## config.mk

```make
export PLATFORM = sky130hd
export DESIGN_NAME = z80_int_ctrl
export DESIGN_NICKNAME = d
export VERILOG_FILES = /design/src/rtl/z80_int_ctrl.sv
export SDC_FILE = /design/constraint.sdc
export NUM_CORES = 1
export LEC_CHECK = 0
export CAP_MARGIN = 30
export CORE_MARGIN = 2
export CORE_UTILIZATION = 30
export DETAILED_ROUTE_END_ITERATION = 6
export MAX_ROUTING_LAYER = met4
export SYNTH_ARGS = -nofsm -noshare
export SYNTH_HDL_FRONTEND = slang
export SYNTH_SLANG_ARGS = --single-unit
```

## constraint.sdc

```tcl
create_clock -name clk_z80 -period 3.7 [get_ports clk_z80]
set_input_delay 0.74 -clock clk_z80 [delete_from_list [all_inputs] [get_ports clk_z80]]
set_output_delay 0.74 -clock clk_z80 [all_outputs]
set_load 0.01 [all_outputs]
```

## src/rtl/z80_int_ctrl.sv

```systemverilog
// Z80 maskable-interrupt controller: queues timer strobes in a saturating pending
// counter, drives /INT per request, retires on acknowledge or hold-window timeout.
module z80_int_ctrl #(
    parameter int HOLD_CYCLES = 32,
    parameter int PEND_MAX    = 3
) (
    input  logic       clk_z80,
    input  logic       rst_n,
    input  logic       int_stb,
    input  logic       int_en,
    input  logic       m1_n,
    input  logic       iorq_n,
    input  logic       lost_clr,
    output logic       int_n,
    output logic       ack_stb,
    output logic [2:0] pend,
    output logic [7:0] lost_cnt
);

    typedef enum logic [1:0] {
        IDLE    = 2'd0,
        ASSERT  = 2'd1,
        ACKWAIT = 2'd2,
        GAP     = 2'd3
    } state_t;

    localparam logic [7:0] HOLD_LAST = 8'(HOLD_CYCLES - 1);
    localparam logic [2:0] PEND_TOP  = 3'(PEND_MAX);

    state_t     state_reg;
    logic [7:0] hold_cnt_reg;

    logic       ack_evt;
    logic       tmo_evt;
    logic       dec_evt;
    logic       drop_evt;
    logic [2:0] pend_next;
    logic [8:0] lost_sum;
    logic [7:0] lost_next;

    // Retirement events; acknowledge outranks enable-drop, which outranks timeout.
    always_comb begin
        ack_evt   = (state_reg == ASSERT) && !m1_n && !iorq_n;
        tmo_evt   = (state_reg == ASSERT) && !ack_evt && int_en && (hold_cnt_reg == HOLD_LAST);
        dec_evt   = ack_evt || tmo_evt;
        drop_evt  = int_stb && !dec_evt && (pend == PEND_TOP);

        pend_next = pend;
        if (int_stb && !dec_evt && (pend != PEND_TOP)) begin
            pend_next = pend + 3'd1;
        end else if (dec_evt && !int_stb) begin
            pend_next = pend - 3'd1;
        end

        lost_sum  = {1'b0, lost_cnt} + 9'(tmo_evt) + 9'(drop_evt);
        lost_next = lost_sum[8] ? 8'hff : lost_sum[7:0];
        if (lost_clr) begin
            lost_next = 8'd0;
        end
    end

    always_ff @(posedge clk_z80) begin
        if (!rst_n) begin
            state_reg    <= IDLE;
            hold_cnt_reg <= 8'd0;
            int_n        <= 1'b1;
            ack_stb      <= 1'b0;
            pend         <= 3'd0;
            lost_cnt     <= 8'd0;
        end else begin
            ack_stb  <= 1'b0;
            pend     <= pend_next;
            lost_cnt <= lost_next;
            case (state_reg)
                IDLE: begin
                    int_n <= 1'b1;
                    if ((pend != 3'd0) && int_en) begin
                        state_reg    <= ASSERT;
                        int_n        <= 1'b0;
                        hold_cnt_reg <= 8'd0;
                    end
                end
                ASSERT: begin
                    if (ack_evt) begin
                        state_reg <= ACKWAIT;
                        int_n     <= 1'b1;
                        ack_stb   <= 1'b1;
                    end else if (!int_en) begin
                        state_reg <= IDLE;
                        int_n     <= 1'b1;
                    end else if (tmo_evt) begin
                        state_reg <= GAP;
                        int_n     <= 1'b1;
                    end else begin
                        hold_cnt_reg <= hold_cnt_reg + 8'd1;
                    end
                end
                // Hold off until the acknowledge cycle ends so it retires only once.
                ACKWAIT: begin
                    int_n <= 1'b1;
                    if (m1_n && iorq_n) begin
                        state_reg <= GAP;
                    end
                end
                GAP: begin
                    int_n     <= 1'b1;
                    state_reg <= IDLE;
                end
                default: begin
                    int_n     <= 1'b1;
                    state_reg <= IDLE;
                end
            endcase
        end
    end

endmodule

```

==> results of run 1 <==
[placed cells by master, fill, tap and decap left out, drive strengths merged, types with 2 or more instances in the layout]
cell	Yosys	layout
dfxtp	23	23
clkdlybuf4s50	0	19
a21oi	14	14
nand2	12	12
inv	7	7
nor2	7	7
nand2b	5	5
o21ai	5	5
nand3	4	4
and2	4	4
xor2	4	4
nand3b	4	4
nor3	4	4
clkbuf	1	4
xnor2	3	3
mux2i	3	3
or3	3	3
or2	3	3
nor4	2	2
nand4	2	2
and3	2	2
a211oi	2	2
fa	2	2
ha	2	2
or4	2	2
[worst min-delay path: cells and delay by family, from the launching register on]
kind	cells	cell delay [ns]
DFF	1	0.33
and+or+nand+nor	1	0.06
AOI/OAI and AO/OA	1	0.05
[routing by layer]
layer,up-vias,share of wire,track usage
met4,0,0.0051,0.03061
met5,-,0,-
met3,2,0.039,0.03667
met2,14,0.49,0.2178
met1,474,0.47,0.1321
li1,513,-,-
[logic make-up after synthesis]
| logic type | after synthesis | share of synthesized area |
|---|---|---|
| compound gates | 29 | 0.1623 |
| flops | 23 | 0.3829 |
| simple gates | 57 | 0.2830 |
| buf+inv | 10 | 0.03225 |
| mux | 4 | 0.03434 |
| fa+ha+maj | 4 | 0.05411 |
| xor+xnor | 7 | 0.05099 |
[report_power, final]
part / internal, mW / leakage, nW / switching, mW / total [mW]
Sequential: 0.259 / 0.186 / 0.0141 / 0.274
Combinational: 0.0523 / 0.302 / 0.0496 / 0.102
Clock: 0.0767 / 0.0228 / 0.0757 / 0.152
[through the flow]
step / worst slack, ns / power (mW) / cells / hold slack (ns)
after floorplan: 0.7872 / 0.3471 / 134 / 0.4491
after global placement: 0.3526 / 0.3793 / 201 / 0.4597
after detailed placement: 0.2609 / 0.3821 / 201 / 0.4731
after CTS: 0.5209 / 0.5370 / 205 / 0.4844
after global routing: 0.2438 / 0.5557 / 205 / 0.5273
final: 0.5394 / 0.5278 / 205 / 0.4832
[cell type report]
type,count,area (um^2)
clock buffers,4,45.04
repair buffers,20,197.7
flip-flops and latches,23,460.4
multi-input cells,101,703.2
inverters,7,26.28
well taps,50,62.56
fillers,422,2419
[final timing paths]
| path | slack, ns | to | startpoint |
|---|---|---|---|
| setup / recovery | 0.54 | lost_cnt[0]$_SDFF_PP0_ | iorq_n |
| hold / removal | 0.48 | hold_cnt_reg[1]$_SDFFE_PN0P_ | hold_cnt_reg[1]$_SDFFE_PN0P_ |
| setup reg to reg | 0.97 | lost_cnt[2]$_SDFF_PP0_ | hold_cnt_reg[0]$_SDFFE_PN0P_ |
| hold reg to reg | 0.48 | hold_cnt_reg[1]$_SDFFE_PN0P_ | hold_cnt_reg[1]$_SDFFE_PN0P_ |
==> metrics, run 1 <==
status complete, no violations; Avg WL per Cell 11.41 um; CTS tree yes; initial drt markers 41; Hold Path Stages 2; Area Overhead vs Synth 24.35%; Lkg Pwr 0.5114 nW; num ports 20; commonest cells in the netlist dfxtp_1 (23), a21oi_1 (13), nand2_1 (12), inv_1 (7), nor2_1 (6); Yosys reg bits 23; Largest delay share family, worst path simple AND/OR/NAND/NOR gates; Detailed Place HPWL 1.850 mm; synthesized area 1202 um^2; H-tree depth 1; gr usage total 0.1221; routability cong. 0.7916; CTS sink count 23; Hold Fails Final Rpt 0; Worst slew margin 0.6371; Seq/Total Area, Yosys 0.3829; share of the synthesized area in the top cell type 0.3829; core area 3914 um^2; Post-synth EDFFs 0; Setup Viol. Count Final 0; max cap viols 0; first-pass GRT wire length 4.167 mm; vias in the first global route 1,000; Post-Place Cell Area 1450 um^2; Clock transition at path regs 0.08 ns; WS Path Type input pin to register; Tcrit/Tclk final 0.8542; Critical Path End Type register; Buf+Inv Stages, Crit Path 2; Yosys cell types 44; PortBufs 19; Initial Util 0.3072; Antenna Nets Post-Route 0; Fmax 316.4 MHz; # Post-CTS Setup Buffers 0; Worst EP arrival 3.35 ns; clock network latency to the later pin of the worst-skew pair 0.26 ns; Final #Nets 167; drt total wl 2.340 mm; Die Y 67.31 um; DIE AREA 4531 um^2; dominant synthesized flop cell dfxtp_1; slowest CP cell clkdlybuf4s50_1; yosys warns 0; syn nets 145; DRT Pass-1 Iters 4; setup TNS 0 ns; Avg Vias per Cell 4.893; row count 23; clock tree buffer depth 2; ant diodes 0; most area-hungry cell type in the Yosys netlist dfxtp_1; initial antenna violation count 0; routed via count 1,003; max incr delay on CP 0.45 ns; Final Max Tran Viols 0; post-cts resize count 0; cells on worst reg2reg path 12; slew of the pin with the lowest slew margin 0.5394 ns; Synth async-reset ratio 0; main area contributors after synthesis dfxtp_1 (38%), a21oi_1 (5.4%), nand2_1 (3.7%); min Tclk post-route 3.161 ns; Worst setup SP type input pin; fraction of layout cells with a size suffix above 1 0.1097; Worst VDD drop 0.2313 mV; # hold bufs at CTS 0; clock root buffer clkbuf_8; Synth Instances 134; largest net degree at the start of global routing 13; clock skew 0.004169 ns; syn_area_per_cell 8.973 um^2; final instance area 1495 um^2; die extent in x 67.31 um; crit-path cells clkdlybuf4s50_1 -> nor2_1 -> nor2_4 -> a21oi_1 -> nand3_1 -> fa_1 -> inv_1 -> ha_1 -> and3_1 -> and3_1 -> nand3_1 -> a21oi_1; cell area power density 353.0 nW/um^2; CP required 3.89 ns; Finished Core Util 0.3820; count leader, synth dfxtp_1; CP Max Fanout 6; Num CTS Buffers 3; RSZ-0062 raised after global routing no; DRC viols 0; CP Depth 12; HP Class register to register; grt ovf 0
No activity file was read; power rests on OpenSTA's default activity.
==> inputs of run 2 (changes only) <==
--- a/config.mk
+++ b/config.mk
@@ -6,7 +6,6 @@
 export NUM_CORES = 1
 export LEC_CHECK = 0
 export CAP_MARGIN = 30
-export CORE_MARGIN = 2
 export CORE_UTILIZATION = 30
 export DETAILED_ROUTE_END_ITERATION = 6
 export MAX_ROUTING_LAYER = met4
==> constraint.sdc (replaced) <==
create_clock -name clk_z80 -period 3.26 [get_ports clk_z80]
set_input_delay 0.652 -clock clk_z80 [delete_from_list [all_inputs] [get_ports clk_z80]]
set_output_delay 0.652 -clock clk_z80 [all_outputs]
set_load 0.01 [all_outputs]
==> run 2 against run 1 <==
Global-route usage is 0.63 points higher. Hold slack worse by 0.0037 ns. Via count is 3.1% higher. Cell area is 1.3% higher. Final cell count is 0.49% higher. Clock power is 14% higher. Die area is 5.9% lower. Utilization is 2.3 points higher. Sequential power is 14% higher. Clock skew is 0.00084 ns higher. Critical path type unchanged. Largest cell class unchanged. Largest power group unchanged.
==> metrics, run 2 (same netlist as run 1, synthesis figures left out) <==
Finished Core Util 0.4047; CP Max Fanout 6; commonest cells after routing, fill and taps aside dfxtp_1 (23), clkdlybuf4s50_1 (19), a21oi_1 (13), nand2_1 (12), inv_1 (7); routability cong. 0.8472; Tcrit/Tclk final 0.9226; min Tclk post-route 3.008 ns; clock root buffer clkbuf_8; Worst VDD drop 0.1643 mV; commonest non-fill, non-tap cell in the layout dfxtp_1; cell area power density 396.2 nW/um^2; worst setup path endpoint lost_cnt[1]$_SDFF_PP0_; Avg WL per Cell 11.64 um; Final Max Tran Viols 0; HP Class register to register; PortBufs 19; routed via count 1,034; Lkg Pwr 0.5277 nW; post-cts resize count 0; initial antenna violation count 0; clock network latency to the later pin of the worst-skew pair 0.26 ns; worst setup path startpoint iorq_n; first-pass GRT wire length 4.222 mm; H-tree depth 1; fill cell count 399; clock tree buffer depth 2; RSZ-0062 raised after global routing no; Hold Fails Final Rpt 0; CTS tree yes; Clock transition at path regs 0.08 ns; row count 22; total power 0.6003 mW; cells on worst reg2reg path 13; CTS sink count 23; Final #Nets 170; CP required 3.45 ns; initial drt markers 35; drt total wl 2.397 mm; num ports 20; worst r2r src hold_cnt_reg[0]$_SDFFE_PN0P_; FF-to-FF End lost_cnt[1]$_SDFF_PP0_; DRT Pass-1 Iters 4; gr usage total 0.1284; Hold Path Stages 2; setup TNS 0 ns; DRC viols 0; WS Path Type input pin to register; # hold bufs at CTS 0; die extent in x 65.31 um; slew of the pin with the lowest slew margin 0.6015 ns; Worst setup SP type input pin; reg-to-reg setup timing slack 0.60 ns; status complete, no violations; Avg Vias per Cell 5.019; largest net degree at the start of global routing 13; Worst slew margin 0.5933; Critical Path End Type register; Worst EP arrival 3.20 ns; Setup Viol. Count Final 0; Die Y 65.31 um; Area Overhead vs Synth 26.01%; Initial Util 0.3212; DIE AREA 4265 um^2; max cap viols 0; Final Hold Slack 0.4795 ns; Fmax 332.5 MHz; Antenna Nets Post-Route 0; clock skew 0.005010 ns; Num CTS Buffers 3; ant diodes 0; core area 3744 um^2; fraction of layout cells with a size suffix above 1 0.1266; vias in the first global route 973; grt ovf 0; # Post-CTS Setup Buffers 0; Detailed Place HPWL 1.924 mm
run 2: changes by cell type in the layout (fill, tap and decap cells not counted):
cell / before / now
buf_4: 1 / 4
run 2: layout make-up:
class	instances	area, um^2	area share
repair buffers	23	220.2	0.1453
flip-flops and latches	23	460.4	0.3039
inverters	7	26.28	0.01734
clock buffers	4	45.04	0.02973
multi-input cells	101	703.2	0.4641
well taps	48	60.06	0.03964
run 2: critical path, cell delays in order:
cell,delay (ns)
clkdlybuf4s50_1,0.44
nor2_1,0.32
nor2_4,0.07
a21oi_1,0.18
nand3_1,0.12
fa_1,0.41
inv_1,0.07
ha_1,0.15
and3_1,0.19
and3_1,0.20
nand3_1,0.21
a21oi_1,0.19
run 2: where the power goes:
part | leakage, nW | internal [mW] | switching [mW]
combinational | 0.319 | 0.0600 | 0.0562
clock | 0.0228 | 0.0869 | 0.0858
sequential | 0.186 | 0.294 | 0.0169
run 2: metal layers:
metal / wire, um / vias up / share of wire / GRT usage
met3: 96 / 0 / 0.040 / 0.01736
met2: 1152 / 19 / 0.48 / 0.2268
met5: 0 / - / 0 / -
li1: - / 518 / - / -
met1: 1148 / 497 / 0.48 / 0.1594
met4: 0 / 0 / 0 / 0.01630
run 2: through the flow:
step | instance area [um^2] | worst slack [ns] | cells
after floorplan | 1202 | 0.4352 | 134
after global placement | 1470 | 0.09602 | 202
after detailed placement | 1470 | 0.001726 | 202
after CTS | 1515 | 0.2737 | 206
after global routing | 1515 | 0.03265 | 206
final | 1515 | 0.2522 | 206
run 2: worst min-delay path by stage:
stage | from | endpoint | slack, ns
floorplan | hold_cnt_reg[1]$_SDFFE_PN0P_ | hold_cnt_reg[1]$_SDFFE_PN0P_ | 0.45
global placement | hold_cnt_reg[1]$_SDFFE_PN0P_ | hold_cnt_reg[1]$_SDFFE_PN0P_ | 0.46
detailed placement | hold_cnt_reg[1]$_SDFFE_PN0P_ | hold_cnt_reg[1]$_SDFFE_PN0P_ | 0.47
CTS | hold_cnt_reg[1]$_SDFFE_PN0P_ | hold_cnt_reg[1]$_SDFFE_PN0P_ | 0.48
global route | hold_cnt_reg[1]$_SDFFE_PN0P_ | hold_cnt_reg[1]$_SDFFE_PN0P_ | 0.51
finish | hold_cnt_reg[1]$_SDFFE_PN0P_ | hold_cnt_reg[1]$_SDFFE_PN0P_ | 0.48
==> inputs of run 3 (changes only) <==
--- a/config.mk
+++ b/config.mk
@@ -6,9 +6,11 @@
 export NUM_CORES = 1
 export LEC_CHECK = 0
 export CAP_MARGIN = 30
-export CORE_UTILIZATION = 30
+export CORE_UTILIZATION = 50
 export DETAILED_ROUTE_END_ITERATION = 6
 export MAX_ROUTING_LAYER = met4
+export PLACE_DENSITY = 0.76
+export RECOVER_POWER = 50
 export SYNTH_ARGS = -nofsm -noshare
 export SYNTH_HDL_FRONTEND = slang
 export SYNTH_SLANG_ARGS = --single-unit
==> run 3 against run 2 <==
Flip-flop and latch count is the same. Global-route usage grew 8.7 points. Sequential share of layout area rose by 1.4 points. Clock skew rose by 0.0046 ns. Via count shrank 0.97%. Critical endpoint is now lost_cnt[0]$_SDFF_PP0_.
==> metrics, run 3 (same netlist as run 1, synthesis figures left out) <==
Critical Path End Type register; fin cells 185; Place WS -0.06181 ns; largest net degree at the start of global routing 14; initial drt markers 16; Finished Core Util 0.6493; Fmax 335.6 MHz; grt ovf 0; cells on worst reg2reg path 12; min Tclk post-route 2.980 ns; Hold Fails Final Rpt 0; cell area power density 388.0 nW/um^2; # hold bufs at CTS 0; post-cts resize count 0; total power 0.5627 mW; Worst setup SP type input pin; worst setup path endpoint lost_cnt[0]$_SDFF_PP0_; DRC viols 0; CTS sink count 23; Worst slew margin 0.4468; routed via count 1,024; Avg WL per Cell 12.42 um; row count 17; vias in the first global route 972; initial antenna violation count 0; Setup Viol. Count Final 0; Final Max Tran Viols 0; slew of the pin with the lowest slew margin 0.8234 ns; gr usage total 0.2155; CP required 3.52 ns; first-pass GRT wire length 4.084 mm; max incr delay on CP 0.45 ns; FF-to-FF End lost_cnt[0]$_SDFF_PP0_; DRT Pass-1 Iters 4; max cap viols 0; Num CTS Buffers 3; Area Overhead vs Synth 20.60%; worst setup margin 0.2804 ns; worst r2r src hold_cnt_reg[0]$_SDFFE_PN0P_; commonest non-fill, non-tap cell in the layout dfxtp_1; fill cell count 185; Antenna Nets Post-Route 0; DIE AREA 2605 um^2; HP Class register to register; CTS tree yes; clock network latency to the later pin of the worst-skew pair 0.32 ns; Clock transition at path regs 0.14 ns; PortBufs 19; number of placed instances, taps included 181; Post-Place Cell Area 1438 um^2; worst setup path startpoint iorq_n; reg-to-reg setup timing slack 0.51 ns; ant diodes 0; status complete, no violations; die extent in x 51.04 um; commonest cells after routing, fill and taps aside dfxtp_1 (23), a21oi_1 (13), nand2_1 (12), dlygate4sd3_1 (11), clkdlybuf4s50_1 (8); clock skew 0.009635 ns; WS Path Type input pin to register; Worst EP arrival 3.24 ns; Die Y 51.04 um; num ports 20; Tcrit/Tclk final 0.9140; drt total wl 2.297 mm; slowest CP cell clkdlybuf4s50_1; fraction of layout cells with a size suffix above 1 0.1146; RSZ-0062 raised after global routing no; Worst VDD drop 0.2802 mV; H-tree depth 1; routability cong. 0.8340; clock root buffer clkbuf_4; Detailed Place HPWL 1.765 mm; CP Max Fanout 6; core area 2233 um^2; clock tree buffer depth 2; Initial Util 0.5384; final instance area 1450 um^2; Lkg Pwr 0.5409 nW; Final #Nets 169; # Post-CTS Setup Buffers 0; Avg Vias per Cell 5.535; crit-path cells clkdlybuf4s50_1 -> nor2_1 -> nor2_4 -> a21oi_1 -> nand3_1 -> fa_1 -> inv_1 -> ha_1 -> and3_1 -> and3_1 -> nand3_1 -> a21oi_1
-- run 3: how the worst min path moves through the flow --
stage / from / end / slack [ns] / cells after the start
final: hold_cnt_reg[1]$_SDFFE_PN0P_ / hold_cnt_reg[1]$_SDFFE_PN0P_ / 0.49 / 2
after global routing: hold_cnt_reg[1]$_SDFFE_PN0P_ / hold_cnt_reg[1]$_SDFFE_PN0P_ / 0.51 / 2
after CTS: hold_cnt_reg[1]$_SDFFE_PN0P_ / hold_cnt_reg[1]$_SDFFE_PN0P_ / 0.48 / 2
after detailed placement: hold_cnt_reg[1]$_SDFFE_PN0P_ / hold_cnt_reg[1]$_SDFFE_PN0P_ / 0.47 / 2
after global placement: hold_cnt_reg[1]$_SDFFE_PN0P_ / hold_cnt_reg[1]$_SDFFE_PN0P_ / 0.46 / 2
after floorplan: hold_cnt_reg[1]$_SDFFE_PN0P_ / hold_cnt_reg[1]$_SDFFE_PN0P_ / 0.45 / 2
-- run 3: cell type report --
| cell class | count | area [um^2] | area share |
|---|---|---|---|
| Timing Repair Buffer | 22 | 209.0 | 0.1441 |
| Inverter | 7 | 26.28 | 0.01812 |
| Multi-Input combinational cell | 101 | 691.9 | 0.4771 |
| Clock inverter | 1 | 5.005 | 0.003451 |
| Sequential cell | 23 | 460.4 | 0.3175 |
| Clock buffer | 3 | 22.52 | 0.01553 |
| Tap cell | 28 | 35.03 | 0.02416 |
-- run 3: critical path, delay by kind of cell --
family / cells / cell delay (ns)
simple gates: 6 / 1.10
buf+inv: 2 / 0.53
fa+ha+maj: 2 / 0.56
compound gates: 2 / 0.40
-- run 3: stage by stage --
step                      setup TNS (ns)  hold WS [ns]
after CTS                              0        0.4848
final                                  0        0.4858
after floorplan                        0        0.4491
after global placement                 0        0.4646
after global routing                   0        0.5140
after detailed placement         -0.2267        0.4674
-- run 3: where the power goes --
group          internal, mW  switching [mW]
combinational        0.0571          0.0552
clock                0.0460          0.0943
sequential            0.295          0.0153
total                 0.398           0.165
-- run 3: metal layers --
layer  up-vias  wire (um)  global-route usage
li1        523          -                   -
met1       481       1078              0.2472
met2        15       1113              0.3728
met3         5         61             0.02679
met4         0         42             0.09722
met5         -          0                   -
